## src/rtl/param_pipelined_accumulator_pkg.sv

```systemverilog
// Shared definitions for the pipelined accumulator.
// Latency: n/a (types and constants only).
// Backpressure: n/a.
// Contents: FSM state encoding used by the top-level controller.
package param_pipelined_accumulator_pkg;

  // 2-bit FSM encoding: IDLE -> ISSUE -> DRAIN -> DONE -> IDLE.
  typedef enum logic [1:0] {
    PACC_IDLE  = 2'd0,
    PACC_ISSUE = 2'd1,
    PACC_DRAIN = 2'd2,
    PACC_DONE  = 2'd3
  } pacc_state_e;

endpackage

```

## src/rtl/param_pipelined_accumulator_pipe_stage.sv

```systemverilog
// One valid+data register stage of the accumulator's memory-return pipe.
// Latency: 1 cycle per stage when enabled.
// Backpressure: en=0 holds both valid and data (used for whole-block stall).
// Ports:
//   clk, reset        rising-edge clock, async active-high reset
//   en                load enable; low freezes the stage
//   in_vld, in_dat    upstream valid/data
//   out_vld, out_dat  registered valid/data
module param_pipelined_accumulator_pipe_stage #(
  parameter int WIDTH = 32
) (
  input  logic             clk,
  input  logic             reset,
  input  logic             en,
  input  logic             in_vld,
  input  logic [WIDTH-1:0] in_dat,
  output logic             out_vld,
  output logic [WIDTH-1:0] out_dat
);

  logic             vld_q, vld_d;
  logic [WIDTH-1:0] dat_q, dat_d;

  always_comb begin
    vld_d = vld_q;
    dat_d = dat_q;
    if (en) begin
      vld_d = in_vld;
      dat_d = in_dat;
    end
  end

  always_ff @(posedge clk or posedge reset) begin
    if (reset) begin
      vld_q <= 1'b0;
      dat_q <= '0;
    end else begin
      vld_q <= vld_d;
      dat_q <= dat_d;
    end
  end

  assign out_vld = vld_q;
  assign out_dat = dat_q;

endmodule

```

## src/rtl/param_pipelined_accumulator.sv

```systemverilog
// Pipelined accumulator: reads LEN words from an async-read memory starting at
//   base_addr and sums them; optional saturation via macro ACC_SATURATE_EN.
// Latency: word issued in cycle t is visible in sum at t+PIPE_DEPTH+1; 1 word/cycle.
// Backpressure: stall=1 freezes FSM, counters, mem_addr, every pipe stage and sum.
// Ports:
//   clk, reset         rising-edge clock, async active-high reset
//   start              begin a run (taken only in IDLE and not stalled)
//   base_addr, len     first word address / word count, latched at start
//   stall              freeze the block this cycle
//   mem_addr, mem_data word address out, same-cycle read data in
//   sum                accumulator value
//   busy               high in ISSUE and DRAIN
//   done               one-cycle pulse when sum is final (never while stalled)
//   overflow           sticky carry-out flag for the current run
module param_pipelined_accumulator
  import param_pipelined_accumulator_pkg::*;
#(
  parameter int WIDTH      = 32,
  parameter int ADDR_W     = 30,
  parameter int LEN_W      = 16,
  parameter int PIPE_DEPTH = 1
) (
  input  logic              clk,
  input  logic              reset,
  input  logic              start,
  input  logic [ADDR_W-1:0] base_addr,
  input  logic [LEN_W-1:0]  len,
  input  logic              stall,
  output logic [ADDR_W-1:0] mem_addr,
  input  logic [WIDTH-1:0]  mem_data,
  output logic [WIDTH-1:0]  sum,
  output logic              busy,
  output logic              done,
  output logic              overflow
);

  pacc_state_e       state_q, state_d;
  logic [ADDR_W-1:0] addr_q, addr_d;
  logic [LEN_W-1:0]  remain_q, remain_d;
  logic [WIDTH-1:0]  sum_q, sum_d;
  logic              ovf_q, ovf_d;
  logic              busy_q, busy_d;
  logic              done_q, done_d;

  // Index 0 is the pipe input; index k is the output of stage k.
  logic [PIPE_DEPTH:0] pipe_vld;
  logic [WIDTH-1:0]    pipe_dat [PIPE_DEPTH+1];

  assign pipe_vld[0] = (state_q == PACC_ISSUE);
  assign pipe_dat[0] = mem_data;

  for (genvar k = 0; k < PIPE_DEPTH; k++) begin : g_pipe
    param_pipelined_accumulator_pipe_stage #(
      .WIDTH (WIDTH)
    ) u_stage (
      .clk     (clk),
      .reset   (reset),
      .en      (~stall),
      .in_vld  (pipe_vld[k]),
      .in_dat  (pipe_dat[k]),
      .out_vld (pipe_vld[k+1]),
      .out_dat (pipe_dat[k+1])
    );
  end

  // One extra bit captures the carry-out of the unsigned add.
  logic [WIDTH:0] add_full;
  assign add_full = {1'b0, sum_q} + {1'b0, pipe_dat[PIPE_DEPTH]};

  // Any word still upstream of the last stage. The last stage's word commits
  // on the coming edge, so DRAIN can finish once everything before it is empty.
  logic upstream_vld;
  always_comb begin
    upstream_vld = 1'b0;
    for (int k = 1; k < PIPE_DEPTH; k++) begin
      upstream_vld = upstream_vld | pipe_vld[k];
    end
  end

  always_comb begin
    state_d  = state_q;
    addr_d   = addr_q;
    remain_d = remain_q;
    sum_d    = sum_q;
    ovf_d    = ovf_q;

    if (!stall) begin
      if (pipe_vld[PIPE_DEPTH]) begin
        if (add_full[WIDTH]) begin
          ovf_d = 1'b1;
        end
`ifdef ACC_SATURATE_EN
        // Once clamped, the sum stays at all-ones for the rest of the run.
        if (add_full[WIDTH] || ovf_q) begin
          sum_d = '1;
        end else begin
          sum_d = add_full[WIDTH-1:0];
        end
`else
        sum_d = add_full[WIDTH-1:0];
`endif
      end

      case (state_q)
        PACC_IDLE: begin
          if (start) begin
            addr_d   = base_addr;
            remain_d = len;
            sum_d    = '0;
            ovf_d    = 1'b0;
            state_d  = (len == '0) ? PACC_DONE : PACC_ISSUE;
          end
        end
        PACC_ISSUE: begin
          addr_d   = addr_q + ADDR_W'(1);
          remain_d = remain_q - LEN_W'(1);
          if (remain_q == LEN_W'(1)) begin
            state_d = PACC_DRAIN;
          end
        end
        PACC_DRAIN: begin
          if (!upstream_vld) begin
            state_d = PACC_DONE;
          end
        end
        default: begin
          state_d = PACC_IDLE;
        end
      endcase
    end

    busy_d = (state_d == PACC_ISSUE) || (state_d == PACC_DRAIN);
    done_d = (state_d == PACC_DONE);
  end

  always_ff @(posedge clk or posedge reset) begin
    if (reset) begin
      state_q  <= PACC_IDLE;
      addr_q   <= '0;
      remain_q <= '0;
      sum_q    <= '0;
      ovf_q    <= 1'b0;
      busy_q   <= 1'b0;
      done_q   <= 1'b0;
    end else begin
      state_q  <= state_d;
      addr_q   <= addr_d;
      remain_q <= remain_d;
      sum_q    <= sum_d;
      ovf_q    <= ovf_d;
      busy_q   <= busy_d;
      done_q   <= done_d;
    end
  end

  assign mem_addr = addr_q;
  assign sum      = sum_q;
  assign busy     = busy_q;
  // A stall during DONE holds the state, so the pulse is simply deferred.
  assign done     = done_q & ~stall;
  assign overflow = ovf_q;

endmodule

```

## config.mk

```make
export PLATFORM = sky130hd
export DESIGN_NAME = param_pipelined_accumulator
export DESIGN_NICKNAME = d
export VERILOG_FILES = /design/src/rtl/param_pipelined_accumulator_pkg.sv /design/src/rtl/param_pipelined_accumulator_pipe_stage.sv /design/src/rtl/param_pipelined_accumulator.sv
export SDC_FILE = /design/constraint.sdc
export NUM_CORES = 1
export LEC_CHECK = 0
export ABC_AREA = 1
export CAP_MARGIN = 20
export CORE_ASPECT_RATIO = 0.7
export CORE_UTILIZATION = 48
export DETAILED_ROUTE_END_ITERATION = 6
export GPL_TIMING_DRIVEN = 0
export PLACE_DENSITY = 0.74
export SLEW_MARGIN = 5
export SYNTH_ARGS = -nofsm -noshare
export SYNTH_HDL_FRONTEND = slang
export SYNTH_SLANG_ARGS = --single-unit
```

## constraint.sdc

```tcl
create_clock -name clk -period 6.35 [get_ports clk]
set_clock_uncertainty 0.2 [all_clocks]
set_input_delay 0.635 -clock clk [delete_from_list [all_inputs] [get_ports clk]]
set_output_delay 0.635 -clock clk [all_outputs]
set_load 0.1 [all_outputs]
```

==> results_tabular.tex, run 1 <==
\begin{tabular}{lr}
\hline
Metric & Value \\
\hline
\multicolumn{2}{l}{\textbf{Timing}} \\
Pins over their slew limit & 0 \\
Final setup margin & approximately 3100 ps \\
Count of final hold-check violations & 0 \\
Highest clock frequency the design can meet & just over 300 MHz \\
Final min period & about 3200 ps \\
Actual slew at the worst max-slew pin & just over 1000 ps \\
Remaining max-slew budget at the tightest pin & a little under a third \\
Worst Hold Slack & 288 ps \\
Share of the cycle needed by the critical path after routing & 50.7\% \\
Final number of setup-violating endpoints & 0 \\
Setup repair after global routing missed its margin & no \\
Final sum of negative setup slack & 0 ps \\
\multicolumn{2}{l}{\textbf{Run}} \\
Max-cap violations & 0 \\
\multicolumn{2}{l}{\textbf{Synth}} \\
Post-synthesis cell area & around 0.0086 sq mm \\
Register area share after synthesis & about a third \\
Ys async rst share & 100\% \\
Synth Area per Inst & $\sim$6.3 sq um \\
Mapped Nets & 1489 \\
Number of synthesized flops with an enable pin & 0 \\
Main flop type after synthesis & sky130\_fd\_sc\_hd\_\_dfrtp\_1 \\
Cell count after synthesis & $\sim$1.4k \\
Yosys warning total & 0 \\
Flip-flop and latch count after synthesis & between 100 and 150 \\
Synth cell types & slightly above 40 \\
\multicolumn{2}{l}{\textbf{Clock network}} \\
Number of buffers created by CTS & 17 \\
Post-CTS Setup Inserts & 0 \\
Clock latency at the later pin of the worst-skew pair & roughly 440 ps \\
\# clock sinks & approximately 120 \\
Post-cts sizing count & 0 \\
\# H-tree levels & 4 \\
Clock-pin slew of the registers on the worst-case setup and hold paths & 60 ps \\
Maximum buffer depth of the clock tree & 2 \\
Number of hold buffers added after cts & 0 \\
Root Buffer & sky130\_fd\_sc\_hd\_\_clkbuf\_16 \\
CTS tree & done \\
\multicolumn{2}{l}{\textbf{Floorplanning}} \\
Die span in y & $\sim$110 um \\
Starting Density & around half \\
Die footprint & $\sim$0.019 sq mm \\
IO Count & roughly 150 \\
Floorplan Core Area & about 0.017 sq mm \\
Chip width & around 160 um \\
Count of standard-cell rows & 40 \\
\multicolumn{2}{l}{\textbf{Detailed routing}} \\
DRT Wirelength & about 29 mm \\
First-pass DRT Iterations & 5 \\
DRC marker count from the first detailed-route iteration & roughly 1.1k \\
Overall via count from detail\_route & around 9.5k \\
Post-detailed-route wirelength per cell & 16.2 um \\
Post-route DRC & 0 \\
Via-to-Cell Ratio & 5.32 \\
Number of antenna-violating nets in the routed design & 0 \\
\multicolumn{2}{l}{\textbf{GRT}} \\
Initial antenna violation count & 0 \\
Pin count of the biggest net entering global routing & between 70 and 80 \\
Wire length of the first global-routing pass & around 46 mm \\
Number of global-route vias before repair & 8662 \\
Remaining Overflow, GRT & 0 \\
Global router's overall resource usage & around a third \\
\multicolumn{2}{l}{\textbf{Worst setup path}} \\
Sort of element at the end of the critical path & output pin \\
Family with the most delay on the worst path & buffers and inverters \\
Setup Crit Path Kind & in -> out \\
Sort of element at the start of the critical path & primary input \\
Slowest library cell on the worst path & sky130\_fd\_sc\_hd\_\_clkdlybuf4s50\_1 \\
Delay of the slowest critical-path stage & around 1100 ps \\
Cell Chain, Critical Path & buf\_2, clkbuf\_1, nor2\_1, clkdlybuf4s50\_1 \\
Arr. time, crit path & about 2400 ps \\
Buf/Inv on CP & 3 \\
Worst path required time & roughly 5500 ps \\
Critical path peak fanout & 10 \\
Minimum setup slack among reg-to-reg paths & around 3600 ps \\
Cell depth of the worst setup path & 4 \\
R2R depth & 10 \\
\multicolumn{2}{l}{\textbf{Finish}} \\
Signed area change from the synthesized netlist to the final layout & 27.9\% \\
Share of layout cells above drive strength 1 & $\sim$4.5\% \\
Number of nets in the layout & between 1.5k and 2k \\
Diodes inserted & 0 \\
Final std cell area, no fill & 0.0110 sq mm \\
\multicolumn{2}{l}{\textbf{Placement}} \\
Worst slack at placement & around 3100 ps \\
Input/output buffers & around 150 \\
Cell area after placement & $\sim$0.010 sq mm \\
Placed wire-length estimate after detailed placement & around 22 mm \\
Weighted congestion reported at the end of routability-driven placement & 0.952 \\
\multicolumn{2}{l}{\textbf{Power}} \\
Leakage power & between 5 and 6 nW \\
Total Power Consumption & 6.35 mW \\
Worst VDD drop & 0.392 mV \\
Clock group share of total power & approximately 17\% \\
Sequential share of power & a little over a fifth \\
Switch share & a little under three fifths \\
Comb power frac & just over 60\% \\
Int Power & approximately 2.7 mW \\
Net switching component of the power & between 3 and 4 mW \\
Areal power density over the cells & between 500 and 600 mW/mm\^{}2 \\
\multicolumn{2}{l}{\textbf{Outcome}} \\
Run status & complete, no violations \\
\multicolumn{2}{l}{\textbf{Min path}} \\
Hold Crit Depth & 2 \\
HP Class & reg -> reg \\
\hline
\end{tabular}
-- synth_stat cells, drive strengths merged, types with 6 or more instances --
library cell / n / share of area (%)
a21oi: 53 / 3.1
a22oi: 7 / 0.61
buf: 15 / 0.90
clkbuf: 23 / 1.0
dfrtp: 116 / 34
ha: 36 / 5.2
inv: 201 / 8.7
nand2: 504 / 22
nand3: 87 / 5.2
nand4: 8 / 0.58
nor2: 152 / 6.9
nor3: 25 / 1.7
o211ai: 8 / 0.70
o21ai: 81 / 4.7
o22ai: 12 / 0.87
xnor2: 6 / 0.61
xor2: 13 / 1.3
-- sequential cells by signal, indices dropped and copies added, names as in the netlist, 2 cells and up --
name / flops
mem_addr: 30
g_pipe.u_stage.out_dat: 32
state_q: 2
sum: 32
remain_q: 16
-- worst reg2reg max path: stages, from the launching register on --
cell and delay, ps:
sky130_fd_sc_hd__dfrtp_1 410, sky130_fd_sc_hd__ha_1 250, sky130_fd_sc_hd__fa_1 480, sky130_fd_sc_hd__nand3_1 110
sky130_fd_sc_hd__nand3_1 190, sky130_fd_sc_hd__a21oi_1 420, sky130_fd_sc_hd__o21ai_0 200, sky130_fd_sc_hd__nand2_1 90
sky130_fd_sc_hd__nand3_1 90, sky130_fd_sc_hd__nand2_1 90, sky130_fd_sc_hd__o21ai_0 70
-- worst paths after layout --
check,from,endpoint
setup / recovery,stall,done
hold / removal,g_pipe[0].u_stage.out_dat[23],g_pipe[0].u_stage.out_dat[23]
setup reg to reg,sum[0],sum[16]
hold reg to reg,g_pipe[0].u_stage.out_dat[23],g_pipe[0].u_stage.out_dat[23]
max in group asynchronous,reset,sum[19]
min in group asynchronous,reset,remain_q[6]
-- metrics by stage --
step	utilization [%]	instances
floorplan	-	1370
global placement	59.7	1746
detailed placement	59.9	1747
CTS	63.6	1779
global route	63.6	1779
finish	63.6	1779
-- layout by cell type (no fill, tap or decap), drive strengths merged --
master / n
buf: 16
o21ai: 81
bufinv: 4
nand2: 504
nand3: 87
o211ai: 8
xor2: 13
clkbuf: 44
clkdlybuf4s50: 145
o32ai: 3
o21bai: 4
nand4: 8
xnor2: 6
nor3: 25
clkinvlp: 2
fa: 1
o31ai: 1
nor4: 3
and3: 1
clkinv: 4
a21oi: 53
ha: 36
and2: 1
dfrtp: 116
o22ai: 12
inv: 202
a22oi: 7
nand3b: 2
nor2: 152
o221ai: 1
or2: 5
nor3b: 1
-- power groups by stage --
stage	logic [mW]	clock network (mW)	registers, mW
2_1_floorplan	1.56	0	2.64
3_3_place_gp	3.84	0	1.32
3_5_place_dp	3.89	0	1.32
4_1_cts	3.91	1.07	1.32
5_1_grt	4.26	1.11	1.36
6_report	3.95	1.07	1.32
-- cell type report --
cell class / instances / area [sq um]
plain buffers: 38 / 168
clock inverters: 11 / 175
inverters: 201 / 759
well taps: 231 / 289
repair buffers: 146 / 1480
flip-flops and latches: 116 / 2900
multi-input cells: 1015 / 4810
clock buffers: 21 / 460
fillers: 1657 / 6330
-- cells by family (layout without fill, tap and decap cells) --
| family | after synthesis | in the layout | synth area share [%] |
|---|---|---|---|
| compound gates | 170 | 170 | 10.9 |
| simple gates | 789 | 789 | 37.4 |
| xor+xnor | 19 | 19 | 1.93 |
| flops | 116 | 116 | 33.6 |
| buf+inv | 239 | 417 | 10.7 |
| fa+ha+maj | 37 | 37 | 5.45 |
-- per-layer routing --
metal / global-route usage, % / vias to the layer above / part of all wire, %
li1: - / 4638 / -
met1: 50.4 / 4390 / 50
met2: 45.4 / 408 / 40
met3: 6.16 / 35 / 8.3
met4: 8.68 / 0 / 1.3
met5: 0 / - / 0
Power figures use the tool's default switching activity.
==> inputs of run 2 (changes only) <==
--- a/config.mk
+++ b/config.mk
@@ -11,7 +11,7 @@
 export CORE_UTILIZATION = 48
 export DETAILED_ROUTE_END_ITERATION = 6
 export GPL_TIMING_DRIVEN = 0
-export PLACE_DENSITY = 0.74
+export PLACE_DENSITY = 0.77
 export SLEW_MARGIN = 5
 export SYNTH_ARGS = -nofsm -noshare
 export SYNTH_HDL_FRONTEND = slang
==> constraint.sdc (replaced) <==
create_clock -name clk -period 2.7 [get_ports clk]
set_clock_uncertainty 0.2 [all_clocks]
set_input_delay 0.27 -clock clk [delete_from_list [all_inputs] [get_ports clk]]
set_output_delay 0.27 -clock clk [all_outputs]
set_load 0.1 [all_outputs]
==> results_tabular.tex, run 2 (synthesis results as in run 1) <==
\begin{tabular}{lr}
\hline
Metric & Value \\
\hline
\multicolumn{2}{l}{\textbf{Timing}} \\
Actual slew at the worst max-slew pin & 992 ps (-33.6 ps) \\
Final number of setup-violating endpoints & 0 (unchanged) \\
Count of final hold-check violations & 0 (unchanged) \\
Setup repair after global routing missed its margin & no \\
Highest clock frequency the design can meet & around 390 MHz \\
Remaining max-slew budget at the tightest pin & 33.7\% (+2.2 points) \\
Final min period & $\sim$2600 ps \\
Worst Hold Slack & 57.9 ps (-231 ps) \\
Share of the cycle needed by the critical path after routing & a little over nine tenths \\
Pins over their slew limit & 0 (unchanged) \\
\multicolumn{2}{l}{\textbf{Detailed routing}} \\
Number of antenna-violating nets in the routed design & 0 (unchanged) \\
DRC marker count from the first detailed-route iteration & 1013 (-10\%) \\
Post-detailed-route wirelength per cell & 16.0 um (-1.3\%) \\
First-pass DRT Iterations & 7 (+2) \\
DRT Wirelength & 28.5 mm (-1.1\%) \\
Post-route DRC & 0 (unchanged) \\
Via-to-Cell Ratio & 5.29 (-0.66\%) \\
Overall via count from detail\_route & 9424 (-0.50\%) \\
\multicolumn{2}{l}{\textbf{Floorplanning}} \\
Die footprint & 0.0185 sq mm (unchanged) \\
Count of standard-cell rows & 40 (unchanged) \\
Starting Density & 49.7\% (unchanged) \\
IO Count & 147 (unchanged) \\
Floorplan Core Area & 0.0174 sq mm (unchanged) \\
Die span in y & 114 um (unchanged) \\
Chip width & 162 um (unchanged) \\
\multicolumn{2}{l}{\textbf{Min path}} \\
HP Class & in -> async \\
\multicolumn{2}{l}{\textbf{Clock network}} \\
Maximum buffer depth of the clock tree & 2 (unchanged) \\
Clock-pin slew of the registers on the worst-case setup and hold paths & 70 ps (about the same) \\
CTS tree & done \\
\# H-tree levels & 4 (unchanged) \\
Clock latency at the later pin of the worst-skew pair & 440 ps (about the same) \\
Number of buffers created by CTS & 17 (unchanged) \\
\# clock sinks & 116 (unchanged) \\
Root Buffer & sky130\_fd\_sc\_hd\_\_clkbuf\_16 \\
Post-CTS Setup Inserts & 0 (unchanged) \\
\multicolumn{2}{l}{\textbf{Power}} \\
Areal power density over the cells & 1320 mW/mm\^{}2 (+130\%) \\
Worst VDD drop & 0.849 mV (+120\%) \\
Leakage power & 5.73 nW (-0.34\%) \\
\multicolumn{2}{l}{\textbf{Worst setup path}} \\
Buf/Inv on CP & 1 (-2) \\
Worst path required time & 2230 ps (-3280 ps) \\
Delay of the slowest critical-path stage & 1210 ps (+70 ps) \\
Family with the most delay on the worst path & buffers and inverters \\
Slowest library cell on the worst path & sky130\_fd\_sc\_hd\_\_clkdlybuf4s50\_1 \\
Sort of element at the start of the critical path & flip-flop \\
Setup Crit Path Kind & reg -> out \\
Arr. time, crit path & 2130 ps (-250 ps) \\
Critical path peak fanout & 6 (-4) \\
Sort of element at the end of the critical path & output pin \\
Cell Chain, Critical Path & clkdlybuf4s50\_1 \\
\multicolumn{2}{l}{\textbf{GRT}} \\
Global router's overall resource usage & 31.8\% (-0.66 points) \\
Remaining Overflow, GRT & 0 (unchanged) \\
Initial antenna violation count & 0 (unchanged) \\
Wire length of the first global-routing pass & 45.1 mm (-2.1\%) \\
Pin count of the biggest net entering global routing & 32 (-59\%) \\
Number of global-route vias before repair & 8584 (-0.90\%) \\
\multicolumn{2}{l}{\textbf{Finish}} \\
Number of nets in the layout & 1657 (+0.18\%) \\
Most frequent cells in the layout & sky130\_fd\_sc\_hd\_\_nand2\_1, sky130\_fd\_sc\_hd\_\_inv\_1, sky130\_fd\_sc\_hd\_\_nor2\_1, sky130\_fd\_sc\_hd\_\_clkdlybuf4s50\_1, sky130\_fd\_sc\_hd\_\_dfrtp\_1 \\
Leading cell type in the layout, fill and taps excluded & sky130\_fd\_sc\_hd\_\_nand2\_1 \\
Share of layout cells above drive strength 1 & 5.09\% (+0.57 points) \\
Diodes inserted & 0 (unchanged) \\
Count of non-filler cells in the finished layout & 1782 (+0.17\%) \\
Signed area change from the synthesized netlist to the final layout & 27.6\% \\
\multicolumn{2}{l}{\textbf{Placement}} \\
Weighted congestion reported at the end of routability-driven placement & 0.975 (+2.4\%) \\
Number of cells after detailed placement & 1750 (+0.17\%) \\
Input/output buffers & 145 (unchanged) \\
Placed wire-length estimate after detailed placement & 21.9 mm (+1.1\%) \\
\multicolumn{2}{l}{\textbf{Outcome}} \\
Run status & complete, no violations \\
\multicolumn{2}{l}{\textbf{Run}} \\
Max-cap violations & 0 (unchanged) \\
\hline
\end{tabular}
==> run 2: path summary, 6_finish.rpt <==
kind,from,endpoint,slack (ps),cells past startpoint
max in group asynchronous,reset,sum[30],1570,5
max,mem_addr[19],mem_addr[19],100,1
max reg2reg,sum[0],sum[20],210,12
min,reset,g_pipe[0].u_stage.out_dat[6],60,3
min reg2reg,g_pipe[0].u_stage.out_dat[9],g_pipe[0].u_stage.out_dat[9],290,2
min in group clk,mem_data[6],g_pipe[0].u_stage.out_dat[6],160,3
==> run 2: final cells by class <==
class / count / area [sq um]
plain buffers: 38 / 168
clock buffers: 17 / 425
clock inverters: 15 / 124
fillers: 1656 / 6350
inverters: 201 / 758
multi-input cells: 1015 / 4820
flip-flops and latches: 116 / 2900
well taps: 231 / 289
repair buffers: 149 / 1530
==> run 2: worst min-delay path: cells and delay by family <==
family,cells,cell delay [ps]
buffers and inverters,3,780
==> run 2: power breakdown <==
part           total [mW]  switching [mW]  internal, mW
sequential           3.13           0.784          2.35
clock                2.16           0.962          1.19
combinational        9.27            6.81          2.46
==> run 2: per-stage QoR <==
step	util, %	instance area, sq um	setup TNS (ps)	setup slack, ps	total power, mW
after floorplan	-	8640	0	37.5	9.87
after global placement	59.7	10400	-44760	-548	12.1
after detailed placement	60.2	10500	0	149	12.3
after CTS	63.4	11000	0	101	14.4
after global routing	63.4	11000	0	70.6	15.5
final	63.4	11000	0	104	14.6
==> run 2: layer usage <==
| metal | part of all wire [%] | wire [um] | GRT usage [%] |
|---|---|---|---|
| met5 | 0 | 0 | 0 |
| met4 | 1.4 | 387 | 8.11 |
| met3 | 8.5 | 2420 | 6.23 |
| met2 | 40 | 11400 | 44.6 |
| met1 | 50 | 14300 | 49.2 |
==> run 2: timing repair <==
action,4_1_cts,5_1_grt
hold buffers,0,0
resized for setup,0,3
setup endpoints to repair,0,4
==> RTL edit, RTL diff (flow settings as in run 1) <==
Change the parameter `ADDR_W` from 30 to 34.
--- a/src/rtl/param_pipelined_accumulator.sv
+++ b/src/rtl/param_pipelined_accumulator.sv
@@ -18,3 +18,3 @@
   parameter int WIDTH      = 32,
-  parameter int ADDR_W     = 30,
+  parameter int ADDR_W     = 34,
   parameter int LEN_W      = 16,
Ports: changed (resized base_addr and mem_addr); port bits go from 147 to 155. The function was not compared with the original's and may differ.
==> RTL edit against run 1 <==
  * The run now ends with DRC left
  * Power is 0.29% higher
  * Final cell count is 3.8% higher
  * Non-clock buffer count is 10 higher
  * Synthesized cell count is 4.0% higher
  * Setup slack worse by 0.64 ns
  * Wire length is 9.4% higher
  * Via count is 4.1% higher
  * Count of clock-buffer cells in the layout is 1 lower
  * Sequential share of layout area is 0.063 points lower
  * Clock power is 5% lower
  * Area after synthesis is 4.0% higher
  * Sequential cell count is 4 higher
  * Design area is 3.7% higher
  * Highest routed layer unchanged
==> RTL edit: results (changes against run 1) <==
grt_start_max_net_pins: 85  # was 78
relSlewSlack: 0.312  # was 0.314
synthAdderAreaFrac: 0.0524  # was 0.0545
worstHoldPathCells: 2  # unchanged
gp_congestion: 0.961  # was 0.952
place.detailed.hpwl_um: 24300  # was 21600 µm
vdd_ir_drop_max_uv: 407  # was 392 µV
critical-path-max-stage-delay_ns: 0.99  # was 1.14 ns
cts_hold_buf: 0  # unchanged
diodes: 0  # unchanged
grt_first_pass_wirelength_um: 48300  # was 46100 µm
dr.pass1.iters: 7  # was 5
leakage_nw: 5.85  # was 5.75 nW
reg2reg_depth: 12  # was 10
hold_end: "g_pipe[0].u_stage.out_dat[21]$_DFFE_PP0N_"  # was g_pipe[0].u_stage.out_dat[23]$_DFFE_PP0N_
wl_um: 31600  # was 28900 µm
vias: 9857  # was 9471
yosysSeqAreaShare: 0.335  # was 0.336
status: "finished with violations"  # was finished clean
post-place-cells: 1816  # was 1747
routed_via_density: 5.34  # was 5.32
grt_use_total: 0.337  # was 0.325
initialDrtViolationCount: 1123  # was 1129
numPortBuffers: 154  # was 145
route.detailed.drc: 22  # was 0
syn_nets: 1548  # was 1489
place_area_um2: 10800  # was 10400 µm²
cp.arrival_ns: 3.02  # was 2.38 ns
htree_levels: 4  # unchanged
ys_top_cells_by_area: "dfrtp_1, nand2_1, inv_1, nor2_1, ha_1"  # unchanged
crit_end: "done"  # unchanged
fillers: 1721  # was 1657
r2r-end: "sum[28]$_DFFE_PP0N_"  # was sum[16]$_DFFE_PP0N_
avgSynthCellArea_um2: 6.30  # about the same
synthMuxAreaShare: 0  # unchanged
drive_above_1_share: 0.0521  # was 0.0452
worst-r2r-setup-slack_ns: 3.74  # was 3.60 ns
grt_pass1_vias: 8949  # was 8662
ys_top_cells_by_count: "nand2_1, inv_1, nor2_1"  # unchanged
violations: "DRC"
insertion_delay_ns: 0.43
synth-xor-area-share: 0.0176  # was 0.0193
hp-start: "g_pipe[0].u_stage.out_dat[21]$_DFFE_PP0N_"  # was g_pipe[0].u_stage.out_dat[23]$_DFFE_PP0N_
fin_nets: 1722  # was 1654
largest_reg_flops: 34
synth-compound-area-share: 0.119  # was 0.109
-- RTL edit: changes by cell type after synthesis, moves of 4 or more --
cell	before	now
nand2_1	502	518
clkbuf_1	22	11
o211ai_1	8	12
dfrtp_1	116	120
nor2_2	2	8
o22ai_1	12	22
nor2_1	147	155
o21ai_1	7	12
buf_2	8	19
inv_1	196	200
-- RTL edit: power by group --
part / switching, mW / internal (mW) / leakage, nW
registers: 0.343 / 1.03 / 1.44
clock network: 0.388 / 0.636 / 0.285
logic: 2.94 / 1.04 / 4.12
-- RTL edit: layout make-up --
type / count / area (µm²) / share of cell area
Clock buffer: 20 / 457 / 0.0399
Buffer: 39 / 183 / 0.0160
Multi-Input combinational cell: 1058 / 5010 / 0.437
Inverter: 208 / 786 / 0.0686
Timing Repair Buffer: 155 / 1570 / 0.137
Sequential cell: 120 / 3000 / 0.262
Tap cell: 236 / 295 / 0.0258
Clock inverter: 11 / 148 / 0.0129
-- RTL edit: layer usage --
layer  track usage  wire, µm  vias to the layer above  share of wire
met4        0.0861       439                        0          0.014
met3        0.0746      3020                       36          0.096
met1         0.515     15300                     4519           0.49
li1              -         -                     4845              -
met2         0.473     12800                      457           0.40
met5             0         0                        -              0
-- RTL edit: through the flow --
stage	power [mW]	hold WS, ns	util	worst slack [ns]
final	6.36	0.286	0.630	2.49
after global routing	6.73	0.312	0.630	2.35
after CTS	6.31	0.291	0.630	2.47
after detailed placement	5.27	0.274	0.597	2.48
after global placement	5.23	0.269	0.595	0.434
after floorplan	4.24	0.250	-	2.33
